## config.mk

```make
export PLATFORM = sky130hd
export DESIGN_NAME = uart_fifo_ctrl_flat
export DESIGN_NICKNAME = d
export VERILOG_FILES = /design/src/rtl/uart_fifo_ctrl_if.sv /design/src/rtl/uart_fifo_ctrl.sv /design/src/flat_wrapper.sv
export SDC_FILE = /design/constraint.sdc
export NUM_CORES = 1
export LEC_CHECK = 0
export BUFFER_PORTS_ARGS = -buffer_cell sky130_fd_sc_hd__buf_2
export CAP_MARGIN = 20
export CORE_AREA = 2 2 271 193
export DETAILED_ROUTE_END_ITERATION = 6
export DIE_AREA = 0 0 273 195
export PLACE_DENSITY = 0.46
export SETUP_SLACK_MARGIN = 0.05
export SYNTH_ARGS = -nofsm -noshare
export SYNTH_HDL_FRONTEND = slang
export SYNTH_SLANG_ARGS = --single-unit
```

## constraint.sdc

```tcl
create_clock -name clk -period 6.9 [get_ports clk]
set_input_delay 1.035 -clock clk [delete_from_list [all_inputs] [get_ports clk]]
set_output_delay 1.035 -clock clk [all_outputs]
set_load 0.01 [all_outputs]
```

## src/rtl/uart_fifo_ctrl_if.sv

```systemverilog
// uart_fifo_ctrl_if -- MEM-stage bus between the MIPS32 core and the UART controller.
// The core side drives op/address/store data; the UART side answers with load
// data and a pipeline stall request, both combinational.
interface uart_fifo_ctrl_if;
    logic [3:0]  mem_op;
    logic [31:0] mem_addr;
    logic [31:0] mem_wdata;
    logic [31:0] mem_rdata;
    logic        pause_req;

    modport master (
        output mem_op,
        output mem_addr,
        output mem_wdata,
        input  mem_rdata,
        input  pause_req
    );

    modport slave (
        input  mem_op,
        input  mem_addr,
        input  mem_wdata,
        output mem_rdata,
        output pause_req
    );
endinterface

```

## src/rtl/uart_fifo_ctrl.sv

```systemverilog
// uart_fifo_ctrl -- memory-mapped UART for the MIPS32 MEM stage.
// TX and RX FIFOs decouple the core from the serial line: byte stores and loads
// only stall when the relevant FIFO is full or empty, and a status register lets
// software poll instead. The 8N1 serialisers live in this file.
// Optional feature macro: UART_IRQ_EN adds a registered irq output
// (rx_avail | overflow) that is also visible as status bit 3.
// OP_LB / OP_SB must carry the `MEM_LB / `MEM_SB codes of the core.
module uart_fifo_ctrl #(
    parameter int          CLK_FREQ  = 50000000,
    parameter int          BAUD      = 9600,
    parameter int          TX_DEPTH  = 16,
    parameter int          RX_DEPTH  = 16,
    parameter logic [31:0] DATA_ADDR = 32'hBFD003F8,
    parameter logic [31:0] STAT_ADDR = 32'hBFD003FC,
    parameter logic [3:0]  OP_LB     = 4'h1,
    parameter logic [3:0]  OP_SB     = 4'h5
) (
    input  logic                clk,
    input  logic                rst,
    input  logic                rxd,
    output logic                txd,
    uart_fifo_ctrl_if.slave     bus
`ifdef UART_IRQ_EN
    ,
    output logic                irq
`endif
);
    localparam int             DIV     = CLK_FREQ / BAUD;
    localparam int             CW      = $clog2(DIV + 1);
    localparam logic [CW-1:0]  DIV_M1  = CW'(DIV - 1);
    localparam logic [CW-1:0]  HALF_M1 = CW'(DIV / 2 - 1);
    localparam int             TAW     = $clog2(TX_DEPTH);
    localparam int             RAW     = $clog2(RX_DEPTH);

    typedef enum logic [1:0] {IDLE, RD_WAIT, WR_WAIT} busState_t;
    typedef enum logic [1:0] {T_IDLE, T_START, T_BUSY} drainState_t;

    busState_t   r_busState, w_busNext;
    drainState_t r_drainState;

    logic [7:0]  r_txMem [TX_DEPTH];
    logic [TAW:0] r_txWr, r_txRd, w_txCount;
    logic [7:0]  r_rxMem [RX_DEPTH];
    logic [RAW:0] r_rxWr, r_rxRd, w_rxCount;
    logic        w_txEmpty, w_txFull, w_rxEmpty, w_rxFull;
    logic [7:0]  w_txHead, w_rxHead;
    logic        w_txPush, w_txPop, w_rxPush, w_rxAccept, w_rxPop;

    logic        w_lbData, w_sbData, w_lbStat, w_statRead;
    logic [31:0] w_rdata, w_status;
    logic        w_pause, w_irqBit;
    logic        r_overflow, r_rxClear;

    logic        r_txStart, r_sawBusy, r_txBusy;
    logic [7:0]  r_txData;
    logic [9:0]  r_txShift;
    logic [CW-1:0] r_txDiv, r_rxDiv;
    logic [3:0]  r_txBit, r_rxBit;

    logic [1:0]  r_rxSync;
    logic        r_rxActive, r_rxReady;
    logic [7:0]  r_rxShift, r_rxData;

    logic        w_unusedWdata;

    assign w_unusedWdata = ^bus.mem_wdata[31:8];

    assign w_txCount = r_txWr - r_txRd;
    assign w_txEmpty = (w_txCount == '0);
    assign w_txFull  = (w_txCount == (TAW+1)'(TX_DEPTH));
    assign w_txHead  = r_txMem[r_txRd[TAW-1:0]];
    assign w_rxCount = r_rxWr - r_rxRd;
    assign w_rxEmpty = (w_rxCount == '0);
    assign w_rxFull  = (w_rxCount == (RAW+1)'(RX_DEPTH));
    assign w_rxHead  = r_rxMem[r_rxRd[RAW-1:0]];

    assign w_lbData = (bus.mem_op == OP_LB) && (bus.mem_addr == DATA_ADDR);
    assign w_sbData = (bus.mem_op == OP_SB) && (bus.mem_addr == DATA_ADDR);
    assign w_lbStat = (bus.mem_op == OP_LB) && (bus.mem_addr == STAT_ADDR);

    // A received byte is offered once; the clear pulse masks the cycle before it lands.
    assign w_rxPush   = r_rxReady & ~r_rxClear;
    assign w_rxAccept = w_rxPush & (~w_rxFull | w_rxPop);
    assign w_txPop    = (r_drainState == T_IDLE) && !w_txEmpty && !r_txBusy;

    assign w_status = {16'b0, 8'(w_rxCount), 4'b0, w_irqBit, r_overflow, ~w_rxEmpty, ~w_txFull};

    assign bus.mem_rdata = w_rdata;
    assign bus.pause_req = w_pause;
    assign txd = r_txBusy ? r_txShift[0] : 1'b1;

    // Bus decode: load data, stall request and FIFO push/pop for the current MEM op.
    always_comb begin
        w_rdata    = '0;
        w_pause    = 1'b0;
        w_rxPop    = 1'b0;
        w_txPush   = 1'b0;
        w_statRead = 1'b0;
        w_busNext  = r_busState;
        if (!rst) begin
            if (w_lbData) begin
                if (w_rxEmpty) begin
                    w_pause   = 1'b1;
                    w_busNext = RD_WAIT;
                end else begin
                    w_rdata   = {24'b0, w_rxHead};
                    w_rxPop   = 1'b1;
                    w_busNext = IDLE;
                end
            end else if (w_sbData) begin
                if (w_txFull) begin
                    w_pause   = 1'b1;
                    w_busNext = WR_WAIT;
                end else begin
                    w_txPush  = 1'b1;
                    w_busNext = IDLE;
                end
            end else if (w_lbStat) begin
                w_rdata    = w_status;
                w_statRead = 1'b1;
            end
        end
    end

    // Bus FSM state register; tracks whether the core is parked on a full/empty FIFO.
    always_ff @(posedge clk) begin
        if (rst) r_busState <= IDLE;
        else     r_busState <= w_busNext;
    end

    // FIFO storage arrays need no reset; only the pointers define validity.
    always_ff @(posedge clk) begin
        if (w_txPush)   r_txMem[r_txWr[TAW-1:0]] <= bus.mem_wdata[7:0];
        if (w_rxAccept) r_rxMem[r_rxWr[RAW-1:0]] <= r_rxData;
    end

    // FIFO pointers with an extra wrap bit so full and empty are distinguishable.
    always_ff @(posedge clk) begin
        if (rst) begin
            r_txWr <= '0;
            r_txRd <= '0;
            r_rxWr <= '0;
            r_rxRd <= '0;
        end else begin
            if (w_txPush)   r_txWr <= r_txWr + 1'b1;
            if (w_txPop)    r_txRd <= r_txRd + 1'b1;
            if (w_rxAccept) r_rxWr <= r_rxWr + 1'b1;
            if (w_rxPop)    r_rxRd <= r_rxRd + 1'b1;
        end
    end

    // Sticky overflow (a new drop wins over a same-cycle status read) and receiver clear pulse.
    always_ff @(posedge clk) begin
        if (rst) begin
            r_overflow <= 1'b0;
            r_rxClear  <= 1'b0;
        end else begin
            r_rxClear <= w_rxPush;
            if (w_rxPush && !w_rxAccept) r_overflow <= 1'b1;
            else if (w_statRead)         r_overflow <= 1'b0;
        end
    end

`ifdef UART_IRQ_EN
    logic r_irq;

    // Interrupt follows "data waiting or data lost", one cycle behind.
    always_ff @(posedge clk) begin
        if (rst) r_irq <= 1'b0;
        else     r_irq <= ~w_rxEmpty | r_overflow;
    end

    assign irq      = r_irq;
    assign w_irqBit = r_irq;
`else
    assign w_irqBit = 1'b0;
`endif

    // TX drain FSM: feed one FIFO byte to the transmitter, then wait out its frame.
    always_ff @(posedge clk) begin
        if (rst) begin
            r_drainState <= T_IDLE;
            r_txStart    <= 1'b0;
            r_txData     <= '0;
            r_sawBusy    <= 1'b0;
        end else begin
            r_txStart <= 1'b0;
            case (r_drainState)
                T_IDLE: if (w_txPop) begin
                    r_txData     <= w_txHead;
                    r_txStart    <= 1'b1;
                    r_sawBusy    <= 1'b0;
                    r_drainState <= T_START;
                end
                T_START: r_drainState <= T_BUSY;
                T_BUSY: begin
                    if (r_txBusy)       r_sawBusy    <= 1'b1;
                    else if (r_sawBusy) r_drainState <= T_IDLE;
                end
                default: r_drainState <= T_IDLE;
            endcase
        end
    end

    // 8N1 transmitter: start bit, eight data bits LSB first, stop bit, DIV clocks each.
    always_ff @(posedge clk) begin
        if (rst) begin
            r_txBusy  <= 1'b0;
            r_txShift <= '1;
            r_txDiv   <= '0;
            r_txBit   <= '0;
        end else if (!r_txBusy) begin
            if (r_txStart) begin
                r_txBusy  <= 1'b1;
                r_txShift <= {1'b1, r_txData, 1'b0};
                r_txDiv   <= DIV_M1;
                r_txBit   <= '0;
            end
        end else if (r_txDiv != '0) begin
            r_txDiv <= r_txDiv - 1'b1;
        end else begin
            r_txDiv <= DIV_M1;
            if (r_txBit == 4'd9) begin
                r_txBusy <= 1'b0;
            end else begin
                r_txShift <= {1'b1, r_txShift[9:1]};
                r_txBit   <= r_txBit + 1'b1;
            end
        end
    end

    // 8N1 receiver: synchronise rxd, sample mid-bit, hold the byte until cleared.
    always_ff @(posedge clk) begin
        if (rst) begin
            r_rxSync   <= 2'b11;
            r_rxActive <= 1'b0;
            r_rxDiv    <= '0;
            r_rxBit    <= '0;
            r_rxShift  <= '0;
            r_rxData   <= '0;
            r_rxReady  <= 1'b0;
        end else begin
            r_rxSync <= {r_rxSync[0], rxd};
            if (r_rxClear) r_rxReady <= 1'b0;
            if (!r_rxActive) begin
                if (!r_rxSync[1]) begin
                    r_rxActive <= 1'b1;
                    r_rxDiv    <= HALF_M1;
                    r_rxBit    <= '0;
                end
            end else if (r_rxDiv != '0) begin
                r_rxDiv <= r_rxDiv - 1'b1;
            end else begin
                r_rxDiv <= DIV_M1;
                r_rxBit <= r_rxBit + 1'b1;
                if (r_rxBit == 4'd0) begin
                    if (r_rxSync[1]) r_rxActive <= 1'b0;
                end else if (r_rxBit == 4'd9) begin
                    r_rxActive <= 1'b0;
                    r_rxData   <= r_rxShift;
                    r_rxReady  <= 1'b1;
                end else begin
                    r_rxShift <= {r_rxSync[1], r_rxShift[7:1]};
                end
            end
        end
    end
endmodule

```

## src/flat_wrapper.sv

```systemverilog
// flat-port wrapper written by rule: the top's interface ports become plain ports
module uart_fifo_ctrl_flat 
#(
    parameter int          CLK_FREQ  = 50000000,
    parameter int          BAUD      = 9600,
    parameter int          TX_DEPTH  = 16,
    parameter int          RX_DEPTH  = 16,
    parameter logic [31:0] DATA_ADDR = 32'hBFD003F8,
    parameter logic [31:0] STAT_ADDR = 32'hBFD003FC,
    parameter logic [3:0]  OP_LB     = 4'h1,
    parameter logic [3:0]  OP_SB     = 4'h5
)
  (clk, rst, rxd, txd, bus_mem_op, bus_mem_addr, bus_mem_wdata, bus_mem_rdata, bus_pause_req);
  uart_fifo_ctrl_if bus_i ();
  input  logic clk;
  input  logic rst;
  input  logic rxd;
  output logic txd;
  input wire logic [$bits(bus_i.mem_op)-1:0] bus_mem_op;
  input wire logic [$bits(bus_i.mem_addr)-1:0] bus_mem_addr;
  input wire logic [$bits(bus_i.mem_wdata)-1:0] bus_mem_wdata;
  output wire logic [$bits(bus_i.mem_rdata)-1:0] bus_mem_rdata;
  output wire logic [$bits(bus_i.pause_req)-1:0] bus_pause_req;
  assign bus_i.mem_op = bus_mem_op;
  assign bus_i.mem_addr = bus_mem_addr;
  assign bus_i.mem_wdata = bus_mem_wdata;
  assign bus_mem_rdata = bus_i.mem_rdata;
  assign bus_pause_req = bus_i.pause_req;
  uart_fifo_ctrl #(.CLK_FREQ(CLK_FREQ), .BAUD(BAUD), .TX_DEPTH(TX_DEPTH), .RX_DEPTH(RX_DEPTH), .DATA_ADDR(DATA_ADDR), .STAT_ADDR(STAT_ADDR), .OP_LB(OP_LB), .OP_SB(OP_SB)) u_core (.clk(clk), .rst(rst), .rxd(rxd), .txd(txd), .bus(bus_i));
endmodule
```

* Yosys cells after proc, flatten, opt, wreduce, memory -nomap -nowiden
Memory sizes are Yosys's and may differ from the RTL's. A register that Yosys moved wholly into a read port is not among the register bits.
Index checks and enable logic that the tools add are counted.
** Storage, ports and cells
- Flip-flop bits (word level) :: 91
- Bits in writable memories :: 256
- Input port bits :: 71
- Output and inout port bits :: 34
- Logic and storage cells :: 156
- Memories :: 2
** Operators by class
- Add/subtract/negate cells :: 10
- Equal/unequal tests :: 18
- Muxes and demuxes :: 69
- Bitwise gates (word level) :: 11
- Reduce and logical (&&, ||, !) cells :: 26
** Memory list
- u_core.r_rxMem :: depth 16, width 8, read ports 1, clocked after memory_dff 1, wr ports 1, RTL line uart_fifo_ctrl.sv:43 : logic [7:0] r_rxMem [RX_DEPTH];
- u_core.r_txMem :: depth 16, width 8, read ports 1, clocked after memory_dff 1, wr ports 1, RTL line uart_fifo_ctrl.sv:41 : logic [7:0] r_txMem [TX_DEPTH];
** Operators by type and width (number)
- $mux W32 :: 3
- $mux W13 :: 7
- $eq A32 B32 Y1 const B :: 2
- $mux W1 :: 40
- $mux W10 :: 4
- $mux W4 :: 9
- $reduce_bool A13 Y1 :: 2
- $sub A13 B1 Y13 const B :: 2
- $add A5 B1 Y5 const B :: 4
- $eq A5 B5 Y1 const B :: 2
- $logic_not A5 Y1 :: 2
- $ne A2 B2 Y1 const B :: 5
- $sub A5 B5 Y5 :: 2
- $reduce_and A3 Y1 :: 3
- $add A4 B1 Y4 const B :: 2
- $eq A4 B4 Y1 const B :: 2
- $mux W8 :: 1
- $not A1 Y1 :: 8
- $reduce_and A4 Y1 :: 2
- $logic_and A1 B1 Y1 :: 6
- $mux W2 :: 3
- $ne A2 B1 Y1 const B :: 3
- $pmux W2 S3 :: 1
- $reduce_bool A2 Y1 :: 3
- 12 further kinds :: 16

* Longest topological paths before layout
Gate-level depths: netlist of run 1.
- Word-level depth :: 10
- Mapped depth :: 11
- Gate-level depth less buffers :: 9

* Worst setup path after synthesis of run 1
No wires, ideal clock.
- Path type :: input port to output port
- From :: input port bus_mem_addr[19]
- To :: output port bus_mem_rdata[0]
- Arrival :: 3.002 ns
- Required time :: 5.865 ns
- Slack :: 2.863 ns
- Cell stages on the path :: 5
- Path buffers :: 0
- Path through :: or4b_1 or4_4 nor4_4 o311ai_1 o22ai_1
** On the way
- Cells in the longest elaborated chain, start to end :: 6
- Elaborated cells between the ends (all ways) :: 9
- Those cells by class :: eq/ne (2); mux (4); reduce/logical (3)
** Ends and longest elaborated chain
- from (decl) :: RTL line flat_wrapper.sv:20 : input wire logic [$bits(bus_i.mem_addr)-1:0] bus_mem_addr;
- $eq A32 B32 Y1 :: RTL line uart_fifo_ctrl.sv:79 : assign w_lbStat = (bus.mem_op == OP_LB) && (bus.mem_addr == STAT_ADDR);
- $logic_and A1 B1 Y1 :: RTL line uart_fifo_ctrl.sv:79
- $mux W13 :: RTL line uart_fifo_ctrl.sv:118 : end else if (w_lbStat) begin
- $mux W32 :: RTL line uart_fifo_ctrl.sv:110 : end else if (w_sbData) begin
- $mux W32 (*) :: RTL line uart_fifo_ctrl.sv:101 : if (w_lbData) begin
- $mux W32 (*) :: RTL line uart_fifo_ctrl.sv:100 : if (!rst) begin
- to (decl) :: RTL line flat_wrapper.sv:22 : output wire logic [$bits(bus_i.mem_rdata)-1:0] bus_mem_rdata;
Mark *: on every way between the ends. The rest lies on a longest branch, timed or not.

* Worst setup path in the final report of run 1
- From :: input port bus_mem_addr[19]
- To :: output port bus_pause_req
** On the way
- Cells in the longest elaborated chain, start to end :: 5
- Elaborated cells between the ends (all ways) :: 6
- Those cells by class :: eq/ne (1); mux (3); reduce/logical (2)
** Ends and longest elaborated chain
- $eq A32 B32 Y1 (*) :: RTL line uart_fifo_ctrl.sv:77, uart_fifo_ctrl.sv:78
- $logic_and A1 B1 Y1 :: RTL line uart_fifo_ctrl.sv:78 : assign w_sbData = (bus.mem_op == OP_SB) && (bus.mem_addr == DATA_ADDR);
- $mux W1 :: RTL line uart_fifo_ctrl.sv:110
- $mux W1 (*) :: RTL line uart_fifo_ctrl.sv:101
- $mux W1 (*) :: RTL line uart_fifo_ctrl.sv:100
- to (decl) :: RTL line flat_wrapper.sv:23 : output wire logic [$bits(bus_i.pause_req)-1:0] bus_pause_req;
Marks and branches as above.

==> results of run 1 <==
per-layer routing:
metal / GRT usage / vias to the layer above / share of wire
met5: 0 / - / 0
met4: 0.02712 / 0 / 0.014
met3: 0.03013 / 38 / 0.052
met2: 0.1781 / 179 / 0.42
met1: 0.2035 / 4331 / 0.52
li1: - / 4058 / -
registers in the layout, summed over array words and instances (netlist names), 2 cells and up, named ones only:
signal and count:
u_core.r_drainState 2, u_core.r_rxBit 4, u_core.r_rxData 8, u_core.r_rxDiv 13
u_core.r_rxMem 128, u_core.r_rxRd 5, u_core.r_rxShift 8, u_core.r_rxSync 2
u_core.r_rxWr 5, u_core.r_txBit 4, u_core.r_txData 8, u_core.r_txDiv 13
u_core.r_txMem 128, u_core.r_txRd 5, u_core.r_txShift 9, u_core.r_txWr 5
cell families after synthesis:
group | share of synthesized area
buffers and inverters | 0.02752
other | 0.0002499
xor gates and xnor gates | 0.01151
DFF | 0.6484
muxes | 0.1245
adders and majority gates | 0.02218
AOI/OAI and AO/OA | 0.06171
and+or+nand+nor | 0.1039
cell type report:
type / instances / area share
clock buffer: 55 / 0.06648
clock inverter: 17 / 0.008391
inverter: 28 / 0.006076
multi-input combinational: 594 / 0.2855
sequential: 358 / 0.5626
tap: 674 / 0.04876
timing repair buffer: 71 / 0.02214
power by group through the flow:
stage               sequential, W  combinational [W]  clock (W)
global placement          0.00249           0.000773          0
finish                    0.00245           0.000778    0.00209
detailed placement        0.00249           0.000788          0
global route              0.00246           0.000870    0.00225
floorplan                 0.00247           0.000597          0
CTS                       0.00245           0.000791    0.00216
cell usage after synthesis (5+ instances only):
| master | number |
|---|---|
| nand2_1 | 48 |
| a31oi_1 | 6 |
| o21ai_0 | 29 |
| inv_1 | 28 |
| mux4_2 | 72 |
| edfxtp_1 | 256 |
| nand3_1 | 13 |
| a2111oi_0 | 7 |
| dfxtp_1 | 102 |
| nor2b_1 | 29 |
| buf_4 | 19 |
| o31ai_1 | 6 |
| ha_1 | 25 |
| nor4b_1 | 5 |
| a311oi_1 | 9 |
| a21oi_1 | 55 |
| nor2_1 | 74 |
| mux2_2 | 5 |
| mux2i_1 | 19 |
| nand4_1 | 6 |
| a22oi_1 | 17 |
| xor2_1 | 6 |
| xnor2_1 | 11 |
| clkbuf_1 | 35 |
| nor3_1 | 18 |
| and3_1 | 32 |
| or4_1 | 7 |
| a211oi_1 | 5 |
| nand2b_1 | 13 |
| or3_1 | 6 |
| buf_1 | 9 |
path summary, 6_finish.rpt:
| path | start | end | slack [ns] | cells after the start |
|---|---|---|---|---|
| max | bus_mem_addr[19] | bus_pause_req | 2.37 | 8 |
| min | u_core.r_rxSync[0] | u_core.r_rxSync[1] | 0.43 | 1 |
| max reg2reg | u_core.r_rxWr[0] | u_core.r_rxMem[1][5] | 3.26 | 9 |
| min reg2reg | u_core.r_rxSync[0] | u_core.r_rxSync[1] | 0.43 | 1 |
stage by stage:
stage	area, sq um	util	total power [W]	instances	hold WS, ns
after floorplan	15070	-	0.003067	1043	0.3895
after global placement	16000	0.3174	0.003262	1725	0.3964
after detailed placement	16000	0.3174	0.003280	1725	0.4141
after CTS	17300	0.3431	0.005398	1797	0.4360
after global routing	17300	0.3431	0.005583	1797	0.4518
final	17300	0.3431	0.005319	1797	0.4277
worst max-delay path, cell delays in order:
cell and delay [ns]:
buf_2 0.09, or4b_1 0.51, or4_4 0.55, nor4_4 0.41
nand2b_1 0.39, o22ai_1 0.26, nor2_1 0.11, buf_2 0.15
==> flow_metrics.tcl, run 1 <==
set metrics [dict create \
    cts.sinks 358 \
    outcome "complete, no violations" \
    p_comb_frac 0.146 \
    synth_area_leaders "edfxtp_1 51%, dfxtp_1 14%, mux4_2 11%" \
    cts_hold_buf 0 \
    rsz0062_at_grt "no" \
    dpl_worst_slack_ns 2.326 \
    swShare 0.2597 \
    drt-initial-drc-count 581 \
    max_freq_mhz 220.5 \
    drive_gt1_frac 0.1968 \
    dp_hpwl_mm 22.01 \
    synth-seq-area-share 0.6484 \
    ant_nets 0 \
    cts.path.max_buffers 3 \
    tightestPinTransition_ns 0.9609 \
    drv_slew 0 \
    regArea_sq_mm 0.009732 \
    htree_levels 2 \
    cts_root_buf "clkbuf_16" \
    grt_pass1_vias 8365 \
    grt.total_usage 0.1292 \
    nFillCells 4867 \
    core.rowCount 69 \
    post-synth-top-area-cell "edfxtp_1" \
    synth_edf_count 256 \
    drt_wl_total_mm 33.98 \
    clk_pin_slew_worst_paths_ns 0.06 \
    synth-seq-cells 358 \
    die_area_sq_mm 0.05324 \
    layout_setup_ws_ns 2.365 \
    finClkSkew_ns 0.02519 \
    grt_antenna_before_repair 1 \
    avgViaCountPerCell 4.789 \
    syn_to_final_growth_pct 15.28 \
    initial_utilization 0.2976 \
    mostFrequentLayoutCells "256 x edfxtp_1, 100 x dfxtp_1, 74 x nor2_1, 72 x mux4_2, 60 x buf_2" \
    fin_tns_setup_ns 0 \
    boundaryPins 105 \
    seq_power_share 0.460 \
    ys.flop_type "edfxtp_1" \
    core_sq_mm 0.05042 \
    overflow 0 \
    place.gp.congestion 0.7270 \
    numCtsBuffers 40 \
    synth_top_area_share 0.5123 \
    yosysWarnings 0 \
    ys_types 60 \
    period_share 0.6572 \
    crit_type "input pin to output port" \
    num_antenna_cells 0 \
    port_buffers 61 \
    grt_pass1_wl_mm 52.12 \
    clk_latency_ns 0.56 \
    cp.required_ns 5.86 \
    vdd_ir_drop_max_uv 136.8 \
    end_kind "output port" \
    timing.max_cap.violations 0 \
    drc 0 \
    syn_inst 1025 \
    internal_power_w 0.003938 \
    relSlewSlack 0.3551 \
    cts_tree "yes" \
    cts_resized 0 \
    layout_min_cycle_time_ns 4.535 \
    netlist_area_sq_mm 0.01500 \
    layout_commonest_cell "edfxtp_1" \
    hold_path_class "flip-flop to flip-flop" \
    hold_violations 0 \
    num-nets-final 1190 \
    avgSynthCellArea_sq_um 14.64 \
    dieWidth_microns 273 \
    grt_max_degree 58 \
    post_cts_buffers 0 \
    pwr_density_cell_mw_per_mm2 307.5 \
    dr.pass1.iters 5 \
    crit_fanout 13 \
    num_vias 8606 \
    power.leakage_nw 5.932 \
    multi_input_area_sq_mm 0.004938 \
    ys_async_sr_fraction 0 \
    setup_violations 0 \
    worstSetupStartpointType "input pin" \
    die_h_microns 195 \
    arrival_ns 3.50 \
    p_switching_w 0.001381 \
    wl_per_cell_microns 18.91 \
    p_clk_frac 0.394 \
]
No activity file was read; power rests on OpenSTA's default activity.
==> run 2, diff against run 1 <==
--- a/config.mk
+++ b/config.mk
@@ -5,12 +5,13 @@
 export SDC_FILE = /design/constraint.sdc
 export NUM_CORES = 1
 export LEC_CHECK = 0
+export ABC_AREA = 1
 export BUFFER_PORTS_ARGS = -buffer_cell sky130_fd_sc_hd__buf_2
 export CAP_MARGIN = 20
-export CORE_AREA = 2 2 271 193
+export CORE_AREA = 2 2 277 197
 export DETAILED_ROUTE_END_ITERATION = 6
-export DIE_AREA = 0 0 273 195
-export PLACE_DENSITY = 0.46
+export DIE_AREA = 0 0 279 199
+export PLACE_DENSITY = 0.48
 export SETUP_SLACK_MARGIN = 0.05
 export SYNTH_ARGS = -nofsm -noshare
 export SYNTH_HDL_FRONTEND = slang
==> constraint.sdc (replaced) <==
create_clock -name clk -period 3.9 [get_ports clk]
set_input_delay 0.585 -clock clk [delete_from_list [all_inputs] [get_ports clk]]
set_output_delay 0.585 -clock clk [all_outputs]
set_load 0.01 [all_outputs]
==> flow_metrics.tcl, run 2 <==
set metrics [dict create \
    power.leakage_nw 6.728 \
    setup_violations 0 \
    syn_to_final_growth_pct 15.79 \
    vdd_ir_drop_max_uv 336.9 \
    nFillCells 5330 \
    ys_async_sr_fraction 0 \
    core_sq_mm 0.05303 \
    drv_slew 0 \
    dp_cells 2298 \
    internal_power_w 0.006782 \
    max_stage_delay_ns 0.39 \
    layout_setup_ws_ns 0.2776 \
    post-synth-top-area-cell "edfxtp_1" \
    crit_type "flip-flop to output port" \
    power.total_w 0.009777 \
    hold_path_class "input pin to flip-flop" \
    layoutNonFillerInstCount 2368 \
    synthSimpleGateAreaFrac 0.1917 \
    dpl_worst_slack_ns 0.5193 \
    synth_top_family_by_area "simple AND/OR/NAND/NOR gates" \
    crit_fanout 16 \
    end_kind "output port" \
    cp.required_ns 3.31 \
    grt_max_degree 68 \
    outcome "complete, no violations" \
    arrival_ns 3.04 \
    num_antenna_cells 0 \
    synth.area.mux_share 0 \
    seq_power_share 0.441 \
    post_cts_buffers 0 \
    drt_wl_total_mm 39.33 \
    clk_pin_slew_worst_paths_ns 0.06 \
    die_area_sq_mm 0.05552 \
    finClkSkew_ns 0.03028 \
    num_vias 11207 \
    slowest_stage "ha_1" \
    cts_root_buf "clkbuf_16" \
    drc 0 \
    layout_commonest_cell "nand2_1" \
    avgSynthCellArea_sq_um 10.05 \
    crit_path_frequent_cell "nand2_1" \
    mostFrequentLayoutCells "314 x nand2_1, 256 x edfxtp_1, 147 x nor2_1, 129 x nand3_1, 110 x inv_1" \
    synth-seq-area-share 0.6200 \
    grt_antenna_before_repair 0 \
    drt-initial-drc-count 827 \
    initial_utilization 0.2959 \
    pwr_density_cell_mw_per_mm2 538.1 \
    period_share 0.9288 \
    num-nets-final 1742 \
    rsz0062_at_grt "no" \
    finalInstanceArea_sq_mm 0.01817 \
    grt_pass1_wl_mm 62.24 \
    wl_per_cell_microns 16.61 \
    htree_levels 2 \
    die_h_microns 199 \
    synth_edf_count 256 \
    worstSetupStartpointType "flip-flop" \
    ys_types 51 \
    grt_pass1_vias 10748 \
    core.rowCount 71 \
    synth_xor_area_frac 0.01387 \
    synth_area_leaders "edfxtp_1 49%, dfxtp_1 13%, nand2_1 7.5%" \
    timing.max_cap.violations 0 \
    hold_violations 0 \
    crit_chain "buf_4 > inv_1 > ha_1 > nand2_1 > nand2_1 > nand2_1 > nand2_1 > nor2_1 > nand2_2 > inv_1 > nand2_1 > a21oi_1 > buf_2" \
    cts.sinks 358 \
    layout_min_cycle_time_ns 3.622 \
    overflow 0 \
    fin_tns_setup_ns 0 \
    p_comb_frac 0.188 \
    synth_fa_ha_area_frac 0.02121 \
    synth_commonest_cells "315 x nand2_1, 256 x edfxtp_1, 148 x nor2_1, 129 x nand3_1, 111 x inv_1" \
    swShare 0.3064 \
    drive_gt1_frac 0.1325 \
    tightestPinTransition_ns 0.8182 \
    relSlewSlack 0.4538 \
    yosysWarnings 0 \
    synth_compound_area_frac 0.09529 \
    p_switching_w 0.002996 \
    critPathTopFamily "buffers and inverters" \
    boundaryPins 105 \
    ys.flop_type "edfxtp_1" \
    place.gp.congestion 0.7667 \
    ant_nets 0 \
    avgViaCountPerCell 4.733 \
    netlist_area_sq_mm 0.01569 \
    port_buffers 61 \
    dieWidth_microns 279 \
    crit_buf_inv 4 \
    dp_hpwl_mm 25.59 \
    max_freq_mhz 276.1 \
    synth_top_area_share 0.4899 \
    clk_latency_ns 0.57 \
    p_clk_frac 0.371 \
    cts_tree "yes" \
    synth.most_common_cell "nand2_1" \
    syn_inst 1561 \
    grt.total_usage 0.1438 \
    cts.path.max_buffers 3 \
    numCtsBuffers 38 \
    dr.pass1.iters 5 \
    place_area_sq_mm 0.01690 \
    synth-seq-cells 358 \
]
-- run 2: cell count changes after synthesis, sizes merged, moves of 14 or more --
cell	before	now
mux2i	19	0
nor2b	29	0
o22ai	4	19
buf	28	42
nor3	19	39
nand2	48	323
nand3	13	134
o21ai	30	119
mux4	72	0
nor2	74	159
and3	32	0
xor2	6	20
a21oi	55	83
inv	28	114
-- run 2: routing by layer --
metal	routed length (microns)	share of wire	global-route usage
met5	0	0	0
met3	2119	0.054	0.02784
met4	753	0.019	0.03604
met2	15930	0.40	0.2027
met1	20530	0.52	0.2223
-- run 2: repair_timing --
item	in CTS	in global routing
hold buffers	0	0
endpoints found under the setup margin	6	5
cloned	0	0
gates resized for setup	2	5
-- run 2: power groups by stage --
stage	Sequential (W)	Combinational, W	Clock (W)
after floorplan	0.00436	0.00136	0
after global placement	0.00439	0.00181	0
after detailed placement	0.00439	0.00183	0
after CTS	0.00431	0.00184	0.00374
after global routing	0.00433	0.00211	0.00389
final	0.00431	0.00183	0.00363
-- run 2: layout make-up --
| cell class | count | area [sq um] | area share |
|---|---|---|---|
| clock buffer | 45 | 1007 | 0.05544 |
| clock inverter | 25 | 244.0 | 0.01343 |
| inverter | 117 | 439.2 | 0.02417 |
| multi-input combinational | 1015 | 5167 | 0.2844 |
| sequential | 358 | 9733 | 0.5357 |
| tap | 693 | 867.1 | 0.04772 |
| timing repair buffer | 115 | 710.7 | 0.03912 |
-- run 2: cell families (layout without fill, tap and decap cells) --
| family | Yosys count | count (layout) |
|---|---|---|
| flip-flops | 358 | 358 |
| buffers and inverters | 206 | 302 |
| other | 1 | 19 |
| AND/OR/NAND/NOR | 683 | 683 |
| XOR/XNOR | 24 | 24 |
| AO/OA/AOI/OAI | 263 | 263 |
| adder cells (fa/ha/maj) | 26 | 26 |
-- run 2: stage by stage --
stage          utilization  hold slack, ns
4_1_cts             0.3424          0.1998
5_1_grt             0.3426          0.2198
3_5_place_dp        0.3186          0.3973
6_report            0.3426          0.2267
3_3_place_gp        0.3186          0.3940
2_1_floorplan            -          0.3895
-- run 2: worst register-to-register path: stages, from the launching register on --
cell and delay [ns]:
dfxtp_2 0.37, inv_1 0.10, ha_1 0.22, fa_1 0.40, xor2_1 0.17, and2b_1 0.22
nand3_4 0.15, nand3_4 0.15, nand2_4 0.14, nand2_4 0.16, nor3_1 0.54, buf_4 0.28
-- run 2: path summary, 6_finish.rpt --
path,cells past startpoint,slack [ns],to,start
hold reg to reg,1,0.40,u_core.r_rxSync[1],u_core.r_rxSync[0]
setup / recovery,13,0.28,bus_pause_req,u_core.r_txRd[2]
hold / removal,2,0.23,u_core.r_rxSync[0],rxd
setup reg to reg,11,0.71,u_core.r_rxMem[3][6],u_core.r_rxWr[0]
==> run 3, diff against run 2 <==
--- a/config.mk
+++ b/config.mk
@@ -9,6 +9,7 @@
 export BUFFER_PORTS_ARGS = -buffer_cell sky130_fd_sc_hd__buf_2
 export CAP_MARGIN = 20
 export CORE_AREA = 2 2 277 197
+export CTS_BUF_LIST = sky130_fd_sc_hd__clkbuf_4
 export DETAILED_ROUTE_END_ITERATION = 6
 export DIE_AREA = 0 0 279 199
 export PLACE_DENSITY = 0.48
==> flow_metrics.tcl, run 3 (synthesized netlist as in run 2, its figures left out) <==
set metrics [dict create \
    outcome "complete, no violations" \
    layout_setup_ws_ns 0.2482 \
    crit_chain "inv_2 > ha_2 > fa_2 > nand2_1 > and2b_1 > nand3_4 > nand2_2 > nor2_4 > inv_1 > a21oi_2 > buf_2" \
    layout_min_cycle_time_ns 3.652 \
    cts.path.max_buffers 3 \
    fin_tns_setup_ns 0 \
    critPathTopFamily "simple AND/OR/NAND/NOR gates" \
    timing.max_cap.violations 0 \
    cts.sinks 358 \
    num_vias 11531 \
    swShare 0.3082 \
    avgViaCountPerCell 4.668 \
    crit_fanout 5 \
    setup_violations 0 \
    nFillCells 5413 \
    cts_root_buf "clkbuf_4" \
    core.rowCount 71 \
    core_sq_mm 0.05303 \
    hold_violations 0 \
    vdd_ir_drop_max_uv 243.3 \
    slowest_stage "fa_2" \
    max_stage_delay_ns 0.44 \
    seq_power_share 0.451 \
    overflow 0 \
    clk_pin_slew_worst_paths_ns 0.08 \
    fin_hold_ws_ns 0.1807 \
    dp_hpwl_mm 25.59 \
    dr.pass1.iters 5 \
    crit_type "flip-flop to output port" \
    initial_utilization 0.2959 \
    pwr_density_cell_mw_per_mm2 523.4 \
    finalInstanceArea_sq_mm 0.01826 \
    grt_pass1_wl_mm 63.00 \
    grt.total_usage 0.1468 \
    period_share 0.9364 \
    tightestPinTransition_ns 0.8050 \
    cp.required_ns 3.31 \
    dieWidth_microns 279 \
    wl_per_cell_microns 16.14 \
    relSlewSlack 0.4626 \
    drt-initial-drc-count 903 \
    post-route-util 0.3444 \
    dpl_worst_slack_ns 0.5193 \
    die_h_microns 199 \
    boundaryPins 105 \
    power.leakage_nw 6.900 \
    p_clk_frac 0.352 \
    clk_latency_ns 0.81 \
    port_buffers 61 \
    cts_tree "yes" \
    die_area_sq_mm 0.05552 \
    ant_nets 0 \
    max_freq_mhz 273.8 \
    p_switching_w 0.002946 \
    end_kind "output port" \
    p_comb_frac 0.197 \
    arrival_ns 3.07 \
    hold_path_class "input pin to flip-flop" \
    internal_power_w 0.006613 \
    place.gp.congestion 0.7667 \
    multi_input_area_sq_mm 0.005182 \
    regArea_sq_mm 0.009738 \
    drc 0 \
    place_area_sq_mm 0.01690 \
    layout_commonest_cell "nand2_1" \
    drive_gt1_frac 0.1899 \
    drt_wl_total_mm 39.88 \
    worstSetupStartpointType "flip-flop" \
    mostFrequentLayoutCells "313 x nand2_1, 256 x edfxtp_1, 147 x nor2_1, 145 x clkbuf_4, 129 x nand3_1" \
    grt_pass1_vias 11216 \
    num-nets-final 1808 \
    crit_buf_inv 3 \
    htree_levels 3 \
    finClkSkew_ns 0.05769 \
    grt_max_degree 68 \
    syn_to_final_growth_pct 16.39 \
    drv_slew 0 \
    rsz0062_at_grt "yes" \
    grt_antenna_before_repair 2 \
    numCtsBuffers 92 \
]
run 3: cell count changes in the layout (fill, tap and decap cells not counted), sizes merged:
cell	delta
clkbuf	+100
dlygate4sd3	+1
diode	+2
clkinv	-11
inv	-1
buf	+11
run 3: timing repair:
action | CTS | global route
hold buffers | 1 | 0
endpoints found under the setup margin | 8 | 8
pin swaps | 1 | 3
buffers inserted | 0 | 11
hold endpoints to repair | 1 | 0
resized for setup | 8 | 13
run 3: power by group through the flow:
| stage | Combinational, W | Clock [W] | Sequential (W) |
|---|---|---|---|
| after global placement | 0.00181 | 0 | 0.00439 |
| after floorplan | 0.00136 | 0 | 0.00436 |
| after detailed placement | 0.00183 | 0 | 0.00439 |
| after global routing | 0.00216 | 0.00369 | 0.00433 |
| final | 0.00188 | 0.00337 | 0.00431 |
| after CTS | 0.00184 | 0.00350 | 0.00431 |
run 3: cell type report:
cell class / instances / area share
antenna: 2 / 0.0002740
multi-input combinational: 1015 / 0.2838
clock buffer: 145 / 0.05960
clock inverter: 13 / 0.006645
inverter: 117 / 0.02446
sequential: 358 / 0.5332
tap: 693 / 0.04748
timing repair buffer: 127 / 0.04460
run 3: routing by layer:
layer / track usage / vias to the layer above / part of all wire
met4: 0.04819 / 0 / 0.016
met5: 0 / - / 0
met3: 0.03841 / 62 / 0.065
met2: 0.2015 / 303 / 0.41
li1: - / 5718 / -
met1: 0.2208 / 5448 / 0.51
run 3: metrics by stage:
| stage | cells | power, W |
|---|---|---|
| 6_report | 2470 | 0.009559 |
| 5_1_grt | 2470 | 0.01017 |
| 3_5_place_dp | 2298 | 0.006220 |
| 3_3_place_gp | 2298 | 0.006204 |
| 2_1_floorplan | 1579 | 0.005723 |
| 4_1_cts | 2457 | 0.009653 |
run 3: path summary, 6_finish.rpt:
check / startpoint / end / slack [ns] / cells past startpoint
setup / recovery: u_core.r_rxWr[0] / bus_mem_rdata[5] / 0.25 / 11
hold / removal: bus_mem_wdata[0] / u_core.r_txMem[4][0] / 0.18 / 1
setup reg to reg: u_core.r_rxWr[0] / u_core.r_rxMem[3][4] / 0.72 / 12
hold reg to reg: u_core.r_rxSync[0] / u_core.r_rxSync[1] / 0.41 / 1
